===== src/rtl/wide_adder_seq.sv =====
// Multi-cycle WIDTH-bit adder that walks 16-bit slices through a pair of 16-bit CLA adders.
// Define WIDE_ADDER_SEQ_SUB_EN to add the op_sub port (two's-complement subtract).

module adder (
    input  logic [15:0] a_i,
    input  logic [15:0] b_i,
    output logic [15:0] sum_o,
    output logic        cout_o
);
    logic [15:0] g;
    logic [15:0] p;
    logic [16:0] c;
    logic [3:0]  grp_g;
    logic [3:0]  grp_p;
    logic [4:0]  grp_c;

    assign g = a_i & b_i;
    assign p = a_i ^ b_i;

    // Two-level lookahead: 4-bit group generate/propagate, then carries within each group.
    always_comb begin
        grp_g = '0;
        grp_p = '0;
        grp_c = '0;
        c     = '0;
        for (int j = 0; j < 4; j++) begin
            grp_g[j] = g[4*j+3]
                     | (p[4*j+3] & g[4*j+2])
                     | (p[4*j+3] & p[4*j+2] & g[4*j+1])
                     | (p[4*j+3] & p[4*j+2] & p[4*j+1] & g[4*j]);
            grp_p[j] = &p[4*j +: 4];
        end
        for (int j = 0; j < 4; j++) begin
            grp_c[j+1] = grp_g[j] | (grp_p[j] & grp_c[j]);
        end
        for (int j = 0; j < 4; j++) begin
            c[4*j] = grp_c[j];
            for (int i = 0; i < 3; i++) begin
                c[4*j+i+1] = g[4*j+i] | (p[4*j+i] & c[4*j+i]);
            end
        end
        c[16] = grp_c[4];
    end

    assign sum_o  = p ^ c[15:0];
    assign cout_o = c[16];
endmodule

module wide_adder_seq #(
    parameter int unsigned WIDTH = 64
) (
    input  logic             clk,
    input  logic             rst,
    input  logic             in_valid,
    output logic             in_ready,
    input  logic [WIDTH-1:0] a,
    input  logic [WIDTH-1:0] b,
`ifdef WIDE_ADDER_SEQ_SUB_EN
    input  logic             op_sub,
`endif
    output logic             out_valid,
    input  logic             out_ready,
    output logic [WIDTH-1:0] sum,
    output logic             cout
);
    localparam int unsigned CHUNKS = WIDTH / 16;
    localparam int unsigned CW     = (CHUNKS > 1) ? $clog2(CHUNKS) : 1;

    if ((WIDTH < 16) || ((WIDTH % 16) != 0)) begin : g_width_check
        $error("wide_adder_seq: WIDTH must be a multiple of 16 and at least 16");
    end

    typedef enum logic [1:0] {StIdle, StBusy, StDone} state_e;

    state_e                   state_q, state_d;
    logic [CHUNKS-1:0][15:0]  a_q, a_d;
    logic [CHUNKS-1:0][15:0]  b_q, b_d;
    logic [CHUNKS-1:0][15:0]  sum_q, sum_d;
    logic [CW-1:0]            cnt_q, cnt_d;
    logic                     carry_q, carry_d;
    logic                     cout_q, cout_d;

    logic [15:0] s1;
    logic [15:0] s2;
    logic        c1;
    logic        c2;
    logic        sub_in;

`ifdef WIDE_ADDER_SEQ_SUB_EN
    assign sub_in = op_sub;
`else
    assign sub_in = 1'b0;
`endif

    adder u_add_ab (
        .a_i    (a_q[cnt_q]),
        .b_i    (b_q[cnt_q]),
        .sum_o  (s1),
        .cout_o (c1)
    );

    adder u_add_carry (
        .a_i    (s1),
        .b_i    ({15'b0, carry_q}),
        .sum_o  (s2),
        .cout_o (c2)
    );

    always_comb begin
        state_d = state_q;
        a_d     = a_q;
        b_d     = b_q;
        sum_d   = sum_q;
        cnt_d   = cnt_q;
        carry_d = carry_q;
        cout_d  = cout_q;
        unique case (state_q)
            StIdle: begin
                if (in_valid) begin
                    // Subtract is a + ~b + 1: invert b here and seed the carry chain with 1.
                    a_d     = a;
                    b_d     = sub_in ? ~b : b;
                    carry_d = sub_in;
                    cnt_d   = '0;
                    state_d = StBusy;
                end
            end
            StBusy: begin
                sum_d[cnt_q] = s2;
                carry_d      = c1 | c2;
                cnt_d        = cnt_q + 1'b1;
                if (cnt_q == CW'(CHUNKS - 1)) begin
                    cout_d  = c1 | c2;
                    state_d = StDone;
                end
            end
            StDone: begin
                if (out_ready) begin
                    state_d = StIdle;
                end
            end
            default: state_d = StIdle;
        endcase
    end

    always_ff @(posedge clk) begin
        if (rst) begin
            state_q <= StIdle;
            a_q     <= '0;
            b_q     <= '0;
            sum_q   <= '0;
            cnt_q   <= '0;
            carry_q <= 1'b0;
            cout_q  <= 1'b0;
        end else begin
            state_q <= state_d;
            a_q     <= a_d;
            b_q     <= b_d;
            sum_q   <= sum_d;
            cnt_q   <= cnt_d;
            carry_q <= carry_d;
            cout_q  <= cout_d;
        end
    end

    assign in_ready  = (state_q == StIdle);
    assign out_valid = (state_q == StDone);
    assign sum       = sum_q;
    assign cout      = cout_q;
endmodule


===== config.mk =====
export PLATFORM = sky130hd
export DESIGN_NAME = wide_adder_seq
export DESIGN_NICKNAME = d
export VERILOG_FILES = /design/src/rtl/wide_adder_seq.sv
export SDC_FILE = /design/constraint.sdc
export NUM_CORES = 1
export LEC_CHECK = 0
export CORE_UTILIZATION = 30
export CTS_CLUSTER_SIZE = 20
export DETAILED_ROUTE_END_ITERATION = 7
export DONT_BUFFER_PORTS = 1
export GPL_TIMING_DRIVEN = 0
export HOLD_SLACK_MARGIN = 0.05
export PLACE_DENSITY = 0.42
export SLEW_MARGIN = 25
export SYNTH_ARGS = -nofsm -noshare
export SYNTH_HDL_FRONTEND = slang
export SYNTH_SLANG_ARGS = --single-unit

===== constraint.sdc =====
create_clock -name clk -period 6.45 [get_ports clk]
set_input_delay 1.29 -clock clk [delete_from_list [all_inputs] [get_ports clk]]
set_output_delay 1.29 -clock clk [all_outputs]
set_load 0.05 [all_outputs]

==> flow_summary_export.csv <==
group,metric,value,unit
yosys,yosysUniqueCellTypes,35,
clocking,cts_sinks,198,
floorplan,num_rows,61,
global_routing,gr-total-overflow,0,
setup_path,critPathArrivalTime,5.79,ns
timing,worst_pin_slew,1.07,ns
yosys,synth-edff-count,0,
floorplan,dieHeight,171,um
clocking,cts_hold_buf,0,
floorplan,coreArea,0.0279,mm2
layout,drive_gt1_frac,0.0904,
power,p_sw_frac,0.313,
clocking,clk_latency,0.45,ns
power,p_int,1930,uW
floorplan,die_area,0.0292,mm2
layout,final_common_cell,"nand2_1",
yosys,yosys_warnings,0,
global_routing,antenna_found_initial,0,
clocking,postCtsSetupBuffers,0,
timing,fmax,0.182,GHz
status,outcome,"completed",
yosys,yosysTopAreaCellShare,0.463,
timing,setup_tns,0,ns
floorplan,die_x,171,um
placed_design,dp.cells,1386,
clocking,root_buffer,"clkbuf_16",
clocking,cts_buffers,17,
timing,setup_viol,0,
power,p_clk_frac,0.379,
clocking,htree_levels,4,
layout,stdcell_count,1418,
power,comb_power_share,0.138,
layout,diodes,0,
worst_hold_path,min_from,"a_q[53]$_SDFFE_PP0P_",
floorplan,initial_core_util,0.307,
power,seqPwrFrac,0.483,
worst_hold_path,holdPathEnd,"a_q[53]$_SDFFE_PP0P_",
clocking,cts_tree,"done",
detailed_routing,ant_nets,0,
worst_hold_path,hp-class,"register to register",
detailed_routing,first_iter_violations,298,
yosys,avgSynthCellArea,8.50,um2
job,maxCapViolCount,0,
layout,area.sequential,0.00396,mm2
yosys,synth_area_leaders,"dfxtp_1 (46%), nand2_1 (16%), a21oi_1 (11%)",
yosys,synthCells,1008,
detailed_routing,post_drt_wl_per_cell,20.3,um
floorplan,pin_count,199,
timing,setup_ws,0.970,ns
yosys,synth_flop_cell,"dfxtp_1",
detailed_routing,drt-pass1-iter-count,4,
yosys,netlist_area,0.00857,mm2
setup_path,r2r_end,"sum[14]$_SDFFE_PP0P_",
timing,rsz0062_at_grt,"false",
placed_design,portBuffers,0,
clocking,clk_pin_slew,0.08,ns
timing,fin_crit_sh,0.850,
yosys,ys_ff_latch,198,
global_routing,grt_max_degree,21,
setup_path,ff2ff_setup_slack,0.97,ns
global_routing,grt_pass1_wl,42800,um
global_routing,grt_pass1_vias,6793,
setup_path,crit_fanout,10,
timing,max_slew_margin,0.285,
setup_path,cp-end-kind,"register",
setup_path,r2r-start,"cnt_q[1]$_SDFFE_PP0P_",
placed_design,gp_congestion,0.757,
yosys,async_flop_share,0,
timing,slew_viol_final,0,
layout,fill_cells,3050,
setup_path,critPathKind,"register to register",
layout,post-route-util,0.344,
clocking,cts_resized,0,
timing,fin_skew,0.0256,ns
timing,period_needed,5.48,ns
global_routing,track_usage,0.203,
clocking,clockBufferDepth,2,
setup_path,required,6.76,ns
yosys,ys_seq_area_frac,0.463,
layout,syn2layout_area_growth,12.3,%
power,p_leak,0.00353,uW
layout,multi_input_area,0.00417,mm2
detailed_routing,wl,28800,um
detailed_routing,drc,0,
power,peakVddDrop,0.000162,V
power,switchingPower,879,uW
placed_design,place_ws,0.952,ns
timing,hold_violations,0,
setup_path,r2r_cells,18,
yosys,synth_area_leader_cell,"dfxtp_1",
timing,holdWs,0.455,ns
layout,nets,1202,
detailed_routing,viasPerCell,4.81,
power,pwr_density_cell,292,mW/mm2
detailed_routing,num_vias,6820,
worst_hold_path,whs_path_depth,2,
layout,final_cell_mix,"nand2_1 (361), dfxtp_1 (198), a21oi_1 (185)",
setup_path,critPathLaunchType,"register",
yosys,syn-num-nets,1183,
placed_design,dpl.hpwl,21900,um
area by class of cell:
class | instances | area share
multi-input combinational | 701 | 0.433
sequential | 198 | 0.412
tap | 378 | 0.0491
clock buffer | 17 | 0.0442
buffer | 72 | 0.0312
clock inverter | 15 | 0.0160
inverter | 37 | 0.0144
worst max path at each step:
stage	slack (ns)	from	endpoint	depth (start not counted)
floorplan	1.80	cnt_q[0]$_SDFFE_PP0P_	sum[47]$_SDFFE_PP0P_	18
finish	0.97	cnt_q[1]$_SDFFE_PP0P_	sum[14]$_SDFFE_PP0P_	18
CTS	0.93	cnt_q[1]$_SDFFE_PP0P_	sum[14]$_SDFFE_PP0P_	18
global placement	0.94	cnt_q[1]$_SDFFE_PP0P_	sum[14]$_SDFFE_PP0P_	18
detailed placement	0.95	cnt_q[1]$_SDFFE_PP0P_	sum[14]$_SDFFE_PP0P_	18
global route	0.63	cnt_q[1]$_SDFFE_PP0P_	sum[43]$_SDFFE_PP0P_	18
state kept, by name (all words and copies together) (netlist names):
name,flops
a_q,64
b_q,64
sum,64
cnt_q,2
state_q,2
carry_q,1
cout,1
logic make-up (layout without fill, tap and decap cells):
kind of cell	count (synthesis)	count (layout)	synth area share
and+or+nand+nor	402	402	0.185
AOI/OAI and AO/OA	216	216	0.136
DFF	198	198	0.463
buffers and inverters	109	141	0.0513
adders and majority gates	43	43	0.0724
muxes	32	32	0.0841
xor gates and xnor gates	8	8	0.00905
cell usage after synthesis, types with 2 or more instances:
| library cell | instances |
|---|---|
| xor2_1 | 2 |
| nor2_1 | 20 |
| ha_1 | 32 |
| a211oi_1 | 18 |
| and2_1 | 6 |
| nor3_1 | 3 |
| a21oi_1 | 185 |
| buf_2 | 24 |
| nand2b_1 | 2 |
| xnor2_1 | 5 |
| a311oi_1 | 2 |
| a21o_1 | 4 |
| mux4_2 | 32 |
| nor2b_1 | 2 |
| fa_1 | 11 |
| clkbuf_1 | 47 |
| dfxtp_1 | 198 |
| inv_1 | 37 |
| nand2_1 | 361 |
| nand4_1 | 2 |
per-stage QoR:
step / total power (uW) / instance area, um2
after detailed placement: 1780 / 9040
final: 2810 / 9620
after global routing: 2950 / 9620
after floorplan: 1630 / 8570
after global placement: 1780 / 9040
after CTS: 2850 / 9620
worst max-delay path, stage by stage (launching register included):
cell	delay (ns)
dfxtp_1	0.37
clkbuf_1	0.28
clkbuf_1	0.74
mux4_2	0.47
ha_1	0.41
nand2_1	0.10
o21ai_1	0.16
a21oi_1	0.15
fa_1	0.40
fa_1	0.39
fa_1	0.38
xor2_1	0.17
or4_4	0.44
nor2_4	0.10
ha_1	0.15
ha_1	0.14
ha_1	0.30
nand2_1	0.12
a21oi_1	0.08
power by group through the flow:
stage	sequential, uW	clock (uW)	combinational (uW)
6_report	1360	1070	388
5_1_grt	1370	1150	436
3_5_place_dp	1390	0	397
3_3_place_gp	1390	0	394
2_1_floorplan	1370	0	262
4_1_cts	1360	1100	398
metal layers:
| metal | wire length, um | up-vias | GRT usage |
|---|---|---|---|
| li1 | - | 3380 | - |
| met1 | 12400 | 3265 | 0.261 |
| met2 | 14100 | 169 | 0.339 |
| met3 | 2170 | 6 | 0.0546 |
| met4 | 193 | 0 | 0.0450 |
| met5 | 0 | - | 0 |
Note: power is estimated with default switching activity, not from simulation.
